<file path="config.mk">
export PLATFORM = sky130hd
export DESIGN_NAME = bram_arbiter_flat
export DESIGN_NICKNAME = d
export VERILOG_FILES = /design/src/rtl/bram_arbiter_if.sv /design/src/rtl/bram_arbiter.sv /design/src/flat_wrapper.sv
export SDC_FILE = /design/constraint.sdc
export NUM_CORES = 1
export LEC_CHECK = 0
export CAP_MARGIN = 20
export CORE_ASPECT_RATIO = 0.8
export CORE_MARGIN = 3
export CORE_UTILIZATION = 31
export DETAILED_ROUTE_END_ITERATION = 10
export GPL_ROUTABILITY_DRIVEN = 0
export PLACE_DENSITY = 0.77
export SETUP_SLACK_MARGIN = 0.3
export SLEW_MARGIN = 20
export SYNTH_ARGS = -nofsm -noshare
export SYNTH_HDL_FRONTEND = slang
export SYNTH_SLANG_ARGS = --single-unit
</file>
<file path="constraint.sdc">
create_clock -name clk -period 1.7 [get_ports clk]
set_clock_uncertainty 0.1 [all_clocks]
set_input_delay 0.34 -clock clk [delete_from_list [all_inputs] [get_ports clk]]
set_output_delay 0.34 -clock clk [all_outputs]
set_load 0.02 [all_outputs]
</file>
<file path="src/rtl/bram_arbiter_if.sv">
`timescale 1ns/1ps
`default_nettype none
// ============================================================================
// Module   : bram_arbiter_if
// Brief    : One requester's request/response channel into bram_arbiter.
// Revision : 1.0 - initial release
// ============================================================================
interface bram_arbiter_if #(
    parameter int AW = 10,
    parameter int DW = 8
);
    logic          req_valid;
    logic          req_ready;
    logic          req_we;
    logic [AW-1:0] req_addr;
    logic [DW-1:0] req_wdata;
    logic          rsp_valid;
    logic [DW-1:0] rsp_data;

    modport master (
        output req_valid, req_we, req_addr, req_wdata,
        input  req_ready, rsp_valid, rsp_data
    );

    modport slave (
        input  req_valid, req_we, req_addr, req_wdata,
        output req_ready, rsp_valid, rsp_data
    );
endinterface
`default_nettype wire

</file>
<file path="src/rtl/bram_arbiter.sv">
`timescale 1ns/1ps
`default_nettype none
// ============================================================================
// Module   : bram_arbiter
// Brief    : Round-robin sharing of one bram between two requesters, plus a
//            whole-memory fill engine.
// Revision : 1.0 - initial release
// ============================================================================
module bram_arbiter #(
    parameter int AW = 10,
    parameter int DW = 8
) (
    input  logic          clk,
    input  logic          rst,
    input  logic          fill_start,
    input  logic [DW-1:0] fill_value,
    output logic          fill_busy,
    bram_arbiter_if.slave a,
    bram_arbiter_if.slave b,
    output logic          mem_rd_en,
    output logic [AW-1:0] mem_rd_addr,
    input  logic [DW-1:0] mem_rd_data,
    output logic          mem_wr_en,
    output logic [AW-1:0] mem_wr_addr,
    output logic [DW-1:0] mem_wr_data
);

    typedef enum logic [0:0] {
        S_IDLE = 1'b0,
        S_FILL = 1'b1
    } state_t;

    localparam logic [AW-1:0] C_LAST_ADDR = '1;
    localparam logic [AW-1:0] C_ONE       = AW'(1);

    state_t        r_state;
    state_t        w_state_nxt;
    logic          r_ptr_b;        // 1: B wins the next contended cycle
    logic [AW-1:0] r_fill_cnt;
    logic [DW-1:0] r_fill_val;
    logic          r_rsp_pend;
    logic          r_rsp_to_b;

    logic          w_grant_a;
    logic          w_grant_b;
    logic          w_grant_any;
    logic          w_fill_accept;
    logic          w_sel_we;
    logic [AW-1:0] w_sel_addr;
    logic [DW-1:0] w_sel_wdata;

    // Payload of whichever requester would win; only used when a grant exists.
    assign w_sel_we    = w_grant_b ? b.req_we    : a.req_we;
    assign w_sel_addr  = w_grant_b ? b.req_addr  : a.req_addr;
    assign w_sel_wdata = w_grant_b ? b.req_wdata : a.req_wdata;
    assign w_grant_any = w_grant_a | w_grant_b;

    always_comb begin
        w_state_nxt   = r_state;
        w_grant_a     = 1'b0;
        w_grant_b     = 1'b0;
        w_fill_accept = 1'b0;
        mem_rd_en     = 1'b0;
        mem_rd_addr   = '0;
        mem_wr_en     = 1'b0;
        mem_wr_addr   = '0;
        mem_wr_data   = '0;
        if (!rst) begin
            case (r_state)
                S_IDLE: begin
                    if (fill_start) begin
                        w_fill_accept = 1'b1;
                        w_state_nxt   = S_FILL;
                    end else begin
                        w_grant_a = a.req_valid && (!b.req_valid || !r_ptr_b);
                        w_grant_b = b.req_valid && (!a.req_valid ||  r_ptr_b);
                    end
                    if (w_grant_a || w_grant_b) begin
                        mem_rd_en   = !w_sel_we;
                        mem_rd_addr = w_sel_addr;
                        mem_wr_en   = w_sel_we;
                        mem_wr_addr = w_sel_addr;
                        mem_wr_data = w_sel_wdata;
                    end
                end
                S_FILL: begin
                    mem_wr_en   = 1'b1;
                    mem_wr_addr = r_fill_cnt;
                    mem_wr_data = r_fill_val;
                    if (r_fill_cnt == C_LAST_ADDR) begin
                        w_state_nxt = S_IDLE;
                    end
                end
                default: w_state_nxt = S_IDLE;
            endcase
        end
    end

    always_ff @(posedge clk) begin
        if (rst) begin
            r_state    <= S_IDLE;
            r_ptr_b    <= 1'b0;
            r_fill_cnt <= '0;
            r_fill_val <= '0;
            r_rsp_pend <= 1'b0;
            r_rsp_to_b <= 1'b0;
        end else begin
            r_state <= w_state_nxt;
            if (w_fill_accept) begin
                r_fill_val <= fill_value;
                r_fill_cnt <= '0;
            end else if (r_state == S_FILL) begin
                r_fill_cnt <= r_fill_cnt + C_ONE;
            end
            if (w_grant_any) begin
                r_ptr_b <= w_grant_a;
            end
            r_rsp_pend <= w_grant_any && !w_sel_we;
            r_rsp_to_b <= w_grant_b;
        end
    end

    assign fill_busy   = (r_state == S_FILL) && !rst;
    assign a.req_ready = w_grant_a;
    assign b.req_ready = w_grant_b;
    assign a.rsp_valid = r_rsp_pend && !r_rsp_to_b && !rst;
    assign b.rsp_valid = r_rsp_pend &&  r_rsp_to_b && !rst;
    assign a.rsp_data  = mem_rd_data;
    assign b.rsp_data  = mem_rd_data;

endmodule
`default_nettype wire

</file>
<file path="src/flat_wrapper.sv">
// flat-port wrapper written by rule: the top's interface ports become plain ports
module bram_arbiter_flat 
#(
    parameter int AW = 10,
    parameter int DW = 8
)
  (clk, rst, fill_start, fill_value, fill_busy, mem_rd_en, mem_rd_addr, mem_rd_data, mem_wr_en, mem_wr_addr, mem_wr_data, a_req_valid, a_req_we, a_req_addr, a_req_wdata, a_req_ready, a_rsp_valid, a_rsp_data, b_req_valid, b_req_we, b_req_addr, b_req_wdata, b_req_ready, b_rsp_valid, b_rsp_data);
  bram_arbiter_if #(.AW(AW), .DW(DW)) a_i ();
  bram_arbiter_if #(.AW(AW), .DW(DW)) b_i ();
  input  logic clk;
  input  logic rst;
  input  logic fill_start;
  input  logic [DW-1:0] fill_value;
  output logic fill_busy;
  output logic mem_rd_en;
  output logic [AW-1:0] mem_rd_addr;
  input  logic [DW-1:0] mem_rd_data;
  output logic mem_wr_en;
  output logic [AW-1:0] mem_wr_addr;
  output logic [DW-1:0] mem_wr_data;
  input wire logic [$bits(a_i.req_valid)-1:0] a_req_valid;
  input wire logic [$bits(a_i.req_we)-1:0] a_req_we;
  input wire logic [$bits(a_i.req_addr)-1:0] a_req_addr;
  input wire logic [$bits(a_i.req_wdata)-1:0] a_req_wdata;
  output wire logic [$bits(a_i.req_ready)-1:0] a_req_ready;
  output wire logic [$bits(a_i.rsp_valid)-1:0] a_rsp_valid;
  output wire logic [$bits(a_i.rsp_data)-1:0] a_rsp_data;
  input wire logic [$bits(b_i.req_valid)-1:0] b_req_valid;
  input wire logic [$bits(b_i.req_we)-1:0] b_req_we;
  input wire logic [$bits(b_i.req_addr)-1:0] b_req_addr;
  input wire logic [$bits(b_i.req_wdata)-1:0] b_req_wdata;
  output wire logic [$bits(b_i.req_ready)-1:0] b_req_ready;
  output wire logic [$bits(b_i.rsp_valid)-1:0] b_rsp_valid;
  output wire logic [$bits(b_i.rsp_data)-1:0] b_rsp_data;
  assign a_i.req_valid = a_req_valid;
  assign a_i.req_we = a_req_we;
  assign a_i.req_addr = a_req_addr;
  assign a_i.req_wdata = a_req_wdata;
  assign a_req_ready = a_i.req_ready;
  assign a_rsp_valid = a_i.rsp_valid;
  assign a_rsp_data = a_i.rsp_data;
  assign b_i.req_valid = b_req_valid;
  assign b_i.req_we = b_req_we;
  assign b_i.req_addr = b_req_addr;
  assign b_i.req_wdata = b_req_wdata;
  assign b_req_ready = b_i.req_ready;
  assign b_rsp_valid = b_i.rsp_valid;
  assign b_rsp_data = b_i.rsp_data;
  bram_arbiter #(.AW(AW), .DW(DW)) u_core (.clk(clk), .rst(rst), .fill_start(fill_start), .fill_value(fill_value), .fill_busy(fill_busy), .a(a_i), .b(b_i), .mem_rd_en(mem_rd_en), .mem_rd_addr(mem_rd_addr), .mem_rd_data(mem_rd_data), .mem_wr_en(mem_wr_en), .mem_wr_addr(mem_wr_addr), .mem_wr_data(mem_wr_data));
endmodule
</file>
# After elaboration in Yosys (flattened, before gate mapping)

Cells that the tools add are included.

Muxes and demuxes: 32
Add/sub/neg operators: 1
Bitwise logic cells: 2
Equality and inequality tests: 1
Reductions and logical operators: 18

Operator list:

| kind                                                             | number |
|---|---|
| 10-bit two-way mux                                               | 5 |
| 8-bit two-way mux                                                | 3 |
| 1-bit two-way mux                                                | 20 |
| 10-bit one-hot mux with 2 select lines                           | 1 |
| 8-bit one-hot mux with 2 select lines                            | 1 |
| 10-bit by 1-bit adder with 10-bit output (second input constant) | 1 |
| 10-bit == test (second input constant)                           | 1 |
| 1-bit logical AND                                                | 8 |
| 1-bit zero test                                                  | 6 |
| 1-bit one-hot mux with 2 select lines                            | 2 |
| 1-bit logical OR                                                 | 3 |
| 2-bit OR reduction                                               | 1 |
| 1-bit NOT                                                        | 1 |
| 1-bit bitwise OR                                                 | 1 |

Register bits: 22
Output and inout bits: 51
Word-level logic and storage cells: 60
Bits of input ports: 59

# Logic depth before layout (Yosys ltp)

Word-level depth: 13
Gate-level depth with buffers: 5
Gate-level depth less buffers: 4

# Worst setup path before layout

Ideal clock, no wire load.

Path kind: input to output
From: input fill_start
To: output mem_rd_addr[1]
Stages: 5
Arrival: 1.481 ns
Path slack: -0.221 ns
Required time: 1.260 ns
Path buffers: 2
Path through: nor3_2 -> and3_1 -> buf_4 -> buf_2 -> a22o_1

Cells in the longest elaborated chain, start to end: 9
Elaborated cells between the ends (all ways): 13

RTL lines:

| what                 | RTL line           | RTL |
|---|---|---|
| from (decl)          | flat_wrapper.sv:12 | `input logic fill_start;` |
| 1-bit two-way mux    | bram_arbiter.sv:71 | `if (fill_start) begin` |
| 1-bit two-way mux    | bram_arbiter.sv:69 | `case (r_state)` |
| 1-bit two-way mux    | bram_arbiter.sv:68 | `if (!rst) begin` |
| 1-bit two-way mux    | bram_arbiter.sv:69 |  |
| 1-bit two-way mux    | bram_arbiter.sv:68 |  |
| 10-bit two-way mux   | bram_arbiter.sv:54 | `assign w_sel_addr = w_grant_b ? b.req_addr : a.req_addr;` |
| 10-bit two-way mux * | bram_arbiter.sv:78 | `if (w_grant_a \|\| w_grant_b) begin` |
| 10-bit two-way mux * | bram_arbiter.sv:69 |  |
| 10-bit two-way mux * | bram_arbiter.sv:68 |  |
| to (decl)            | flat_wrapper.sv:16 | `output logic [AW-1:0] mem_rd_addr;` |

Mark *: on every way between the ends. The rest lies on a longest branch, timed or not. The select of a mux whose other input is x is not followed.

# Worst setup path after layout

From: register u_core.r_state
To: output mem_wr_addr[9]

Cells in the longest elaborated chain, start to end: 6
Elaborated cells between the ends (all ways): 7

RTL lines:

| what                                     | RTL line            | RTL |
|---|---|---|
| from (decl)                              | bram_arbiter.sv:36  | `state_t r_state;` |
| from (signal assigned)                   | bram_arbiter.sv:108 | `r_state <= w_state_nxt;` |
| 1-bit two-way mux                        | bram_arbiter.sv:69  |  |
| 1-bit two-way mux                        | bram_arbiter.sv:68  |  |
| 10-bit two-way mux                       | bram_arbiter.sv:54  |  |
| 10-bit two-way mux                       | bram_arbiter.sv:78  |  |
| 10-bit one-hot mux with 2 select lines * | bram_arbiter.sv:69  |  |
| 10-bit two-way mux *                     | bram_arbiter.sv:68  |  |
| to (decl)                                | flat_wrapper.sv:19  | `output logic [AW-1:0] mem_wr_addr;` |

Mark *: on every way between the ends. The rest lies on a longest branch, timed or not.

==> flow_summary_export.csv <==
group,metric,value,unit
setup_path,critPathRequiredTime,1.26,ns
run_status,violations,"setup timing",
run,max-cap-violations,0,
run_status,status,"finished, violations left",
logic_synthesis,seq_area_frac_synth,29.36,%
floorplanning,die_x,83.78,µm
finish,mostFrequentLayoutCells,"49 x buf_6, 46 x clkdlybuf4s50_1, 34 x buf_4, 20 x nand2_1, 17 x a221o_1",
route,routed_via_density,5.425,
logic_synthesis,syn-cell-area,1500,µm²
floorplanning,std_cell_rows,21,
global_route,grt_pass1_vias,1705,
global_route,grt_overflow,0,
setup_path,worstSetupPathType,"reg -> out",
placed_design,dp_hpwl,3838,µm
floorplanning,core_area,4414,µm²
route,firstDrtPassIters,4,
finish,final_cells,362,
finish,diodes,0,
finish,nets,366,
timing,finalHoldViolations,0,
logic_synthesis,synth-main-ff-cell,"dfxtp_1",
power_and_ir_drop,pwr_density_cell,456.6,nW/µm²
finish,syn2layout_area_growth,115.6,%
timing,fin_ws,-0.3719,ns
floorplanning,die_area,5715,µm²
power_and_ir_drop,peakVddDrop,0.0003143,V
logic_synthesis,ys_ff_latch,22,
timing,finalSetupViolations,32,
timing,rsz0062_at_grt,"true",
route,drt-initial-drc-count,138,
global_route,grt_use_total,18.98,%
finish,drive_above_1_share,50.82,%
finish,final_area,3234,µm²
cts,clk_latency,0.26,ns
logic_synthesis,synth_edf_count,0,
power_and_ir_drop,leakagePower,1.381,nW
logic_synthesis,ys_types,34,
cts,cts_tree,"yes",
timing,max_freq,482.7,MHz
route,drt-total-wl,6958,µm
setup_path,start_kind,"flop",
cts,cts.sinks,22,
timing,setup_tns,-10.05,ns
route,ant_nets,0,
global_route,grt_max_degree,21,
logic_synthesis,async_reset_ff_share,0,%
floorplanning,pin_count,110,
route,drc,0,
global_route,antenna_found_initial,0,
route,vias,1964,
setup_path,path_max_fanout,6,
setup_path,arrival,1.63,ns
timing,slew_headroom,74.47,%
logic_synthesis,syn_inst,187,
floorplanning,die_h,68.22,µm
floorplanning,start_util,33.99,%
timing,min_period,2.072,ns
cts,clk_pin_slew,0.08,ns
cts,cts_buffer_depth,2,
cts,cts_hold_buf,0,
cts,h-tree-depth,1,
placed_design,place_area,2619,µm²
timing,tightest_slew,0.3797,ns
placed_design,port_buffers,85,
timing,finalCritPeriodShare,121.9,%
timing,drv_slew,0,
cts,cts_buffers,3,
logic_synthesis,syn-num-nets,247,
placed_design,dp_cells,329,
logic_synthesis,ys_warn_count,0,
min_path,hold_path_class,"in -> reg",
finish,post-route-util,73.27,%
setup_path,end_kind,"primary output",
route,wl_per_cell,19.22,µm
logic_synthesis,synth.avg_cell_area,8.022,µm²
finish,final_common_cell,"buf_6",
global_route,grt_pass1_wl,8707,µm
cts,clockRootBuffer,"clkbuf_8",
==> through the flow <==
| stage | power, mW | hold WS (ns) | setup slack, ns |
|---|---|---|---|
| floorplan | 0.7845 | 0.3317 | -0.008154 |
| finish | 1.477 | 0.3515 | -0.3719 |
| global placement | 0.9749 | 0.3389 | -1.013 |
| detailed placement | 0.9788 | 0.3457 | -1.060 |
| CTS | 1.428 | 0.3511 | -0.3599 |
| global route | 1.529 | 0.3620 | -0.4366 |
==> sequential cells by signal (all words and copies together) (netlist names) <==
register	flops
u_core.r_ptr_b	1
u_core.r_fill_val	8
u_core.r_rsp_pend	1
u_core.r_fill_cnt	10
u_core.r_rsp_to_b	1
u_core.r_state	1
==> worst max-delay path: stages, from the launching register on <==
cell and delay [ns]:
dfxtp_2 0.34, nor3_4 0.22, buf_6 0.15, nand3_4 0.08, inv_6 0.10, buf_6 0.10
buf_12 0.10, a221o_1 0.16, buf_6 0.12
==> synthesized netlist by cell type, drive strengths merged, types with 6 or more instances <==
library cell / n / area (µm²)
nor2: 7 / 26.28
a22o: 9 / 78.83
nand4: 6 / 43.79
buf: 25 / 168.9
a21oi: 13 / 65.06
inv: 8 / 30.03
a221o: 17 / 170.2
and2: 17 / 106.4
dfxtp: 22 / 440.4
nand2: 22 / 82.58
==> final timing paths <==
kind                                      startpoint                   end  slack, ns  cells after the start
worst max-delay path                  u_core.r_state        mem_wr_addr[9]      -0.37                      8
worst min-delay path                             rst  u_core.r_fill_val[3]       0.35                      4
worst max register to register        u_core.r_state  u_core.r_fill_cnt[9]       0.14                      5
worst min register to register  u_core.r_fill_val[5]  u_core.r_fill_val[5]       0.35                      2
==> cell type report <==
class	instances	area (µm²)
Multi-Input combinational cell	128	1100
Clock buffer	4	55.05
Sequential cell	22	449.2
Tap cell	57	71.32
Inverter	8	37.54
Timing Repair Buffer	143	1521
Fill cell	250	1180
==> where the power goes <==
group | switching, mW | internal [mW] | total [mW]
Clock | 0.169 | 0.207 | 0.376
Combinational | 0.227 | 0.323 | 0.551
Sequential | 0.0161 | 0.534 | 0.550
Total | 0.413 | 1.06 | 1.48
==> cell families (layout without fill, tap and decap cells) <==
group / count (synthesis) / count (layout) / synth area share [%]
and+or+nand+nor: 72 / 72 / 25.86
AOI/OAI and AO/OA: 50 / 50 / 26.69
buffers and inverters: 37 / 155 / 14.26
DFF: 22 / 22 / 29.36
xor gates and xnor gates: 4 / 4 / 2.336
adders and majority gates: 1 / 1 / 0.8339
muxes: 1 / 1 / 0.6672
==> timing repair <==
action	4_1_cts	5_1_grt
cloned	3	0
hold endpoints to repair	0	0
endpoints found under the setup margin	49	54
setup buffers	19	7
resized for setup	253	31
pin swaps	17	15
==> per-layer routing <==
layer,track usage [%],vias to the layer above,part of all wire (%)
li1,-,910,-
met1,24.50,937,41
met2,34.33,92,50
met3,2.527,25,6.6
met4,4.217,0,2.7
met5,0,-,0
(Power assumes the default switching activity.)
